==> config.mk <==
export PLATFORM = sky130hd
export DESIGN_NAME = sync_fifo_flat
export DESIGN_NICKNAME = d
export VERILOG_FILES = /design/src/rtl/fifo_pkg.sv /design/src/rtl/sync_fifo_if.sv /design/src/rtl/fifo_ram.sv /design/src/rtl/sync_fifo.sv /design/src/flat_wrapper.sv
export SDC_FILE = /design/constraint.sdc
export NUM_CORES = 1
export LEC_CHECK = 0
export ABC_AREA = 1
export CAP_MARGIN = 25
export CORE_MARGIN = 3
export CORE_UTILIZATION = 65
export DETAILED_ROUTE_END_ITERATION = 12
export PLACE_DENSITY = 0.85
export RECOVER_POWER = 50
export REMOVE_ABC_BUFFERS = 1
export SKIP_LAST_GASP = 1
export SLEW_MARGIN = 20
export SYNTH_ARGS = -nofsm -noshare
export SYNTH_HDL_FRONTEND = slang
export SYNTH_SLANG_ARGS = --single-unit
==> constraint.sdc <==
create_clock -name clk -period 5.3 [get_ports clk]
set_input_delay 0.53 -clock clk [delete_from_list [all_inputs] [get_ports clk]]
set_output_delay 0.53 -clock clk [all_outputs]
set_load 0.05 [all_outputs]
==> src/rtl/fifo_pkg.sv <==
// Shared helpers for the single-clock FIFO: address-width derivation and
// elaboration-time parameter sanity checks.
package fifo_pkg;

  function automatic int fifo_addr_width(input int depth);
    return $clog2(depth);
  endfunction

  function automatic bit fifo_is_pow2(input int depth);
    return (depth >= 2) && ((depth & (depth - 1)) == 0);
  endfunction

  function automatic bit fifo_af_ok(input int af, input int depth);
    return (af >= 1) && (af <= depth);
  endfunction

  function automatic bit fifo_ae_ok(input int ae, input int depth);
    return (ae >= 0) && (ae <= depth - 1);
  endfunction

endpackage

==> src/rtl/sync_fifo_if.sv <==
// Producer/consumer bundle for sync_fifo; master = pipeline side, slave = FIFO.
interface sync_fifo_if
  import fifo_pkg::*;
#(
  parameter int WIDTH       = 32,
  parameter int NUM_ENTRIES = 8
);
  localparam int AW = fifo_addr_width(NUM_ENTRIES);

  logic             write_en;
  logic [WIDTH-1:0] write_data;
  logic             full;
  logic             almost_full;
  logic             read_en;
  logic [WIDTH-1:0] read_data;
  logic             empty;
  logic             almost_empty;
  logic [AW:0]      count;
  logic             overflow;
  logic             underflow;

  modport master (
    output write_en, write_data, read_en,
    input  full, almost_full, read_data, empty, almost_empty, count, overflow, underflow
  );

  modport slave (
    input  write_en, write_data, read_en,
    output full, almost_full, read_data, empty, almost_empty, count, overflow, underflow
  );

endinterface

==> src/rtl/fifo_ram.sv <==
// WIDTH x DEPTH register array: one synchronous write port, one asynchronous
// read port, synchronous clear of every word on reset.
module fifo_ram #(
  parameter int WIDTH = 32,
  parameter int DEPTH = 8,
  parameter int AW    = $clog2(DEPTH)
) (
  input  logic             clk,
  input  logic             reset,
  input  logic             we,
  input  logic [AW-1:0]    waddr,
  input  logic [WIDTH-1:0] wdata,
  input  logic [AW-1:0]    raddr,
  output logic [WIDTH-1:0] rdata
);

  logic [DEPTH-1:0][WIDTH-1:0] mem_q, mem_d;

  always_comb begin
    mem_d = mem_q;
    if (we) mem_d[waddr] = wdata;
  end

  always_ff @(posedge clk) begin
    if (reset) mem_q <= '0;
    else       mem_q <= mem_d;
  end

  assign rdata = mem_q[raddr];

endmodule

==> src/rtl/sync_fifo.sv <==
// Single-clock show-ahead FIFO using all NUM_ENTRIES slots (wrap-bit pointers).
// Sticky overflow/underflow flops exist only when SYNC_FIFO_ERR_FLAGS_EN is defined.
module sync_fifo
  import fifo_pkg::*;
#(
  parameter int WIDTH                  = 32,
  parameter int NUM_ENTRIES            = 8,
  parameter int ALMOST_FULL_THRESHOLD  = NUM_ENTRIES - 2,
  parameter int ALMOST_EMPTY_THRESHOLD = 2
) (
  input  logic        clk,
  input  logic        reset,
  sync_fifo_if.slave  bus
);

  localparam int          AW     = fifo_addr_width(NUM_ENTRIES);
  localparam logic [AW:0] AF_LVL = (AW+1)'(ALMOST_FULL_THRESHOLD);
  localparam logic [AW:0] AE_LVL = (AW+1)'(ALMOST_EMPTY_THRESHOLD);

  if (!fifo_is_pow2(NUM_ENTRIES)) begin : g_bad_depth
    $error("sync_fifo: NUM_ENTRIES must be a power of two >= 2");
  end
  if (!fifo_af_ok(ALMOST_FULL_THRESHOLD, NUM_ENTRIES)) begin : g_bad_af
    $error("sync_fifo: ALMOST_FULL_THRESHOLD out of range 1..NUM_ENTRIES");
  end
  if (!fifo_ae_ok(ALMOST_EMPTY_THRESHOLD, NUM_ENTRIES)) begin : g_bad_ae
    $error("sync_fifo: ALMOST_EMPTY_THRESHOLD out of range 0..NUM_ENTRIES-1");
  end

  logic [AW:0]      wr_ptr_q, wr_ptr_d;
  logic [AW:0]      rd_ptr_q, rd_ptr_d;
  logic [AW:0]      count;
  logic             full, empty;
  logic             wr_acc, rd_acc;
  logic [WIDTH-1:0] rdata;

  // Same slot index with opposite wrap bits means every slot is occupied.
  assign full   = (wr_ptr_q[AW-1:0] == rd_ptr_q[AW-1:0]) && (wr_ptr_q[AW] != rd_ptr_q[AW]);
  assign empty  = (wr_ptr_q == rd_ptr_q);
  assign count  = wr_ptr_q - rd_ptr_q;
  assign wr_acc = bus.write_en && !full;
  assign rd_acc = bus.read_en && !empty;

  always_comb begin
    wr_ptr_d = wr_ptr_q;
    rd_ptr_d = rd_ptr_q;
    if (wr_acc) wr_ptr_d = wr_ptr_q + 1'b1;
    if (rd_acc) rd_ptr_d = rd_ptr_q + 1'b1;
  end

  always_ff @(posedge clk) begin
    if (reset) begin
      wr_ptr_q <= '0;
      rd_ptr_q <= '0;
    end else begin
      wr_ptr_q <= wr_ptr_d;
      rd_ptr_q <= rd_ptr_d;
    end
  end

  fifo_ram #(
    .WIDTH (WIDTH),
    .DEPTH (NUM_ENTRIES),
    .AW    (AW)
  ) u_ram (
    .clk   (clk),
    .reset (reset),
    .we    (wr_acc),
    .waddr (wr_ptr_q[AW-1:0]),
    .wdata (bus.write_data),
    .raddr (rd_ptr_q[AW-1:0]),
    .rdata (rdata)
  );

  assign bus.read_data    = rdata;
  assign bus.full         = full;
  assign bus.empty        = empty;
  assign bus.count        = count;
  assign bus.almost_full  = (count >= AF_LVL);
  assign bus.almost_empty = (count <= AE_LVL);

`ifdef SYNC_FIFO_ERR_FLAGS_EN
  logic overflow_q, overflow_d;
  logic underflow_q, underflow_d;

  always_comb begin
    overflow_d  = overflow_q  | (bus.write_en & full);
    underflow_d = underflow_q | (bus.read_en & empty);
  end

  always_ff @(posedge clk) begin
    if (reset) begin
      overflow_q  <= 1'b0;
      underflow_q <= 1'b0;
    end else begin
      overflow_q  <= overflow_d;
      underflow_q <= underflow_d;
    end
  end

  assign bus.overflow  = overflow_q;
  assign bus.underflow = underflow_q;
`else
  assign bus.overflow  = 1'b0;
  assign bus.underflow = 1'b0;
`endif

endmodule

==> src/flat_wrapper.sv <==
// flat-port wrapper written by rule: the top's interface ports become plain ports
module sync_fifo_flat import fifo_pkg::*;
#(
  parameter int WIDTH                  = 32,
  parameter int NUM_ENTRIES            = 8,
  parameter int ALMOST_FULL_THRESHOLD  = NUM_ENTRIES - 2,
  parameter int ALMOST_EMPTY_THRESHOLD = 2
)
  (clk, reset, bus_write_en, bus_write_data, bus_read_en, bus_full, bus_almost_full, bus_read_data, bus_empty, bus_almost_empty, bus_count, bus_overflow, bus_underflow);
  sync_fifo_if #(.WIDTH(WIDTH), .NUM_ENTRIES(NUM_ENTRIES)) bus_i ();
  input  logic clk;
  input  logic reset;
  input wire logic [$bits(bus_i.write_en)-1:0] bus_write_en;
  input wire logic [$bits(bus_i.write_data)-1:0] bus_write_data;
  input wire logic [$bits(bus_i.read_en)-1:0] bus_read_en;
  output wire logic [$bits(bus_i.full)-1:0] bus_full;
  output wire logic [$bits(bus_i.almost_full)-1:0] bus_almost_full;
  output wire logic [$bits(bus_i.read_data)-1:0] bus_read_data;
  output wire logic [$bits(bus_i.empty)-1:0] bus_empty;
  output wire logic [$bits(bus_i.almost_empty)-1:0] bus_almost_empty;
  output wire logic [$bits(bus_i.count)-1:0] bus_count;
  output wire logic [$bits(bus_i.overflow)-1:0] bus_overflow;
  output wire logic [$bits(bus_i.underflow)-1:0] bus_underflow;
  assign bus_i.write_en = bus_write_en;
  assign bus_i.write_data = bus_write_data;
  assign bus_i.read_en = bus_read_en;
  assign bus_full = bus_i.full;
  assign bus_almost_full = bus_i.almost_full;
  assign bus_read_data = bus_i.read_data;
  assign bus_empty = bus_i.empty;
  assign bus_almost_empty = bus_i.almost_empty;
  assign bus_count = bus_i.count;
  assign bus_overflow = bus_i.overflow;
  assign bus_underflow = bus_i.underflow;
  sync_fifo #(.WIDTH(WIDTH), .NUM_ENTRIES(NUM_ENTRIES), .ALMOST_FULL_THRESHOLD(ALMOST_FULL_THRESHOLD), .ALMOST_EMPTY_THRESHOLD(ALMOST_EMPTY_THRESHOLD)) u_core (.clk(clk), .reset(reset), .bus(bus_i));
endmodule
==> metrics.md <==
| Metric | Value |
|---|---|
| Via count of the first global-routing pass | 14,202 |
| Slew Limit Fails | ~300 |
| Distinct cells, synth | 23 |
| Mapped cell area | approximately 15,000 µm² |
| Yosys top cell area share | between 30% and 40% |
| Pwr dens | roughly 340 nW/µm² |
| Hold Path Class | flop to flop |
| Delay-heaviest family, CP | buffers and inverters |
| Avg WL per Cell | between 15 and 20 µm |
| Critical Path AT | roughly 4.7 ns |
| Final WS setup | around 1.0 ns |
| Max Fclk | ~230 MHz |
| Worst Min Path Start | u_core.u_ram.mem_q[149]$_SDFFE_PP0P_ |
| Delay of the slowest cell on the worst path | between 1.5 and 2 ns |
| Initial antenna violation count | 0 |
| DR vias | between 15,000 and 20,000 |
| Final Non-Filler Cells | 2,796 |
| Final #Nets | around 2,500 |
| Inserted Diodes | 0 |
| Reg2Reg Launch Point | u_core.wr_ptr_q[0]$_SDFFE_PP0P_ |
| #FFs+latches synth | around 260 |
| CTS tree | yes |
| Final hold violation count | 0 |
| Chip height | 158 µm |
| Total CTS buffers | 29 |
| Max Cap Violations | 4 |
| Switching share of power | about 33% |
| Post-route ant nets | 0 |
| Reg2Reg Setup Slack | between 1 and 1.5 ns |
| Commonest cells post-synth | 638 x nand2_1, 556 x inv_1, 333 x nor2_1 |
| Reg clk slew, reported paths | 0.06 ns |
| Vias per cell | 5.50 |
| Clock sinks | between 200 and 300 |
| TritonRoute pass-1 iters | 6 |
| Hold Path Sink | u_core.u_ram.mem_q[149]$_SDFFE_PP0P_ |
| Die area | 24,900 µm² |
| Initial drt markers | just under 2,000 |
| Slew margin rel. | -52.3% |
| Largest net degree at the start of global routing | about 140 |
| Dpl ws | 1.81 ns |
| Cells after Synth | about 2,500 |
| Critical R2R Capture | u_core.u_ram.mem_q[196]$_SDFFE_PP0P_ |
| Final design utilization | between 70% and 80% |
| Post-route setup TNS | 0 ns |
| Count leader, synth | nand2_1 |
| Post-synthesis sequential area ratio | between 30% and 40% |
| EDFF count, synth | 0 |
| Endpoints failing setup | 0 |
| I/O pin cnt | 78 |
| PortBufs | between 70 and 80 |
| Psw | about 1.9 mW |
| Least-Margin Pin Slew | around 2.3 ns |
| Crit-path cells | dlygate4sd3_1, clkinvlp_4, buf_2, nand2_1, nor2_1 |
| Top post-synthesis cells by area | dfxtp_1 35%, nand2_1 16%, inv_1 14%, nand4_1 11%, nor2_1 8.3% |
| Worst Path Class, Setup | primary input to flop |
| Cts repair resizes | 0 |
| Cell Int Power | ~3.8 mW |
| Share of cells above drive strength 1 | 4.09% |
| CTS Buffer Depth | 3 |
| Root Driver | clkbuf_16 |
| Clock Latency Late Sink | between 0.5 and 0.6 ns |
| Post-Place Cells | roughly 2,700 |
| Post-route DRC | 0 |
| Initial Utilization | approximately two thirds |
| Final wirelength | around 43,000 µm |
| Hold path cells | 4 |
| Ys async rst share | 0% |
| Clk network pwr share | between 30% and 40% |
| RSZ-0062 raised after global routing | false |
| Depth of the CTS H-tree | 1 |
| Min Hold Slack | just over 0.5 ns |
| Setup crit start kind | primary input |
| Dpl hpwl | 22,300 µm |
| Worst Setup End Kind | flop |
| Comb pwr share | around 25% |
| Fin crit period | roughly 4.3 ns |
| Area leader, netlist | dfxtp_1 |
| WP data required | approximately 5.7 ns |
| WP buf/inv | 3 |
| Syn avg cell area | 5.92 µm² |
| Core area | ~22,000 µm² |
| Post-CTS Setup Repair Bufs | 0 |
| # hold bufs at CTS | 0 |
| Routability congestion estimate | roughly 0.87 |
| Pleak | approximately 8 nW |
| GRT Util Overall | 33.9% |
| Final Total Pwr | 5.64 mW |
| Violated checks | capacitance limit, slew limit |
| DIE WIDTH | ~160 µm |
| CP Max Fanout | 134 |
| Outcome | finished with violations |
| Area after DPL | approximately 16,000 µm² |
| Design area | 16,700 µm² |
| Synthesis-to-finish area growth | 11.3% |
| Cells on worst reg2reg path | 10 |
| Slowest cell on the critical path | clkinvlp_4 |
| Row cnt | 54 |
| Peak supply drop | 0.000350 V |
| Most used DFF post-synth | dfxtp_1 |
| First-pass GRT wire length | around 70,000 µm |
| GR Overflow Total | 0 |
| Reg power frac | 37.1% |
| Yosys Warn Count | 0 |
| Post-route clock period utilization | approximately 80% |
| Final Skew | ~0.0084 ns |
[how the worst max path moves through the flow]
stage                                          from                                   to  depth (start not counted)
CTS                 u_core.wr_ptr_q[0]$_SDFFE_PP0P_                             bus_full                          7
floorplan           u_core.rd_ptr_q[0]$_SDFFE_PP0P_   u_core.u_ram.mem_q[0]$_SDFFE_PP0P_                          8
finish                                        reset  u_core.u_ram.mem_q[66]$_SDFFE_PP0P_                          5
detailed placement  u_core.wr_ptr_q[0]$_SDFFE_PP0P_                             bus_full                          7
global route                                  reset  u_core.u_ram.mem_q[19]$_SDFFE_PP0P_                          5
global placement    u_core.wr_ptr_q[0]$_SDFFE_PP0P_                             bus_full                          7
[state kept, by name, indices dropped and copies added (netlist names)]
register,cells
u_core.u_ram.mem_q,256
u_core.wr_ptr_q,4
u_core.rd_ptr_q,4
[power by group through the flow]
| stage | Combinational (mW) | Sequential [mW] | Clock [mW] |
|---|---|---|---|
| floorplan | 0.903 | 2.19 | 0 |
| global placement | 1.36 | 2.13 | 0 |
| detailed placement | 1.37 | 2.13 | 0 |
| CTS | 1.39 | 2.09 | 2.14 |
| global route | 1.53 | 2.10 | 2.22 |
| finish | 1.41 | 2.09 | 2.13 |
[layout make-up]
cell class              instances  area (µm²)
clock buffers                  43         888
well taps                     280         350
flip-flops and latches        264        5290
fillers                      1795        5530
repair buffers                114        1070
clock inverters                10         129
inverters                     559        2100
multi-input cells            1526        6870
[cells in the final DEF (no fill, tap or decap), types with 2 or more instances in the layout]
master           count
nand3_1             17
buf_6                2
conb_1               2
inv_1              556
nor2_4               5
nor2_1             326
xor2_1               3
dlygate4sd3_1        2
clkbuf_1             5
nor2_2               3
clkbuf_8            11
a21oi_1            136
bufinv_16            3
clkbuf_16           29
buf_4               33
dfxtp_2              2
ha_1                 5
clkdlybuf4s50_1     72
nand2_1            638
nand4_1            257
dfxtp_1            261
o21ai_0            130
clkinv_2             6
inv_2                2
[kinds of logic (layout without fill, tap and decap cells)]
family	after synthesis	in the layout	synth area share (%)
adder cells (fa/ha/maj)	6	6	0.550
buffers and inverters	747	726	19.4
flip-flops	264	264	35.2
AND/OR/NAND/NOR	1248	1248	35.7
other	1	2	0.0250
XOR/XNOR	3	3	0.175
AO/OA/AOI/OAI	267	267	8.92
[worst register-to-register path: stages (launching register included)]
cell and delay [ns]:
dfxtp_1 0.60, inv_1 0.29, ha_1 0.40, nand2_1 0.07, nor2_1 0.11, nand2_8 0.43, clkbuf_1 1.31, buf_16 0.35
nand4_1 0.23, nand2_1 0.10, nor2_1 0.06
[layer usage]
metal / vias up / wire length [µm] / track usage, %
li1: 7642 / - / -
met1: 6813 / 17600 / 44.5
met2: 798 / 19900 / 57.6
met3: 118 / 4300 / 4.32
met4: 0 / 1260 / 12.2
met5: - / 0 / 0
Note: power is estimated with default switching activity, not from simulation.
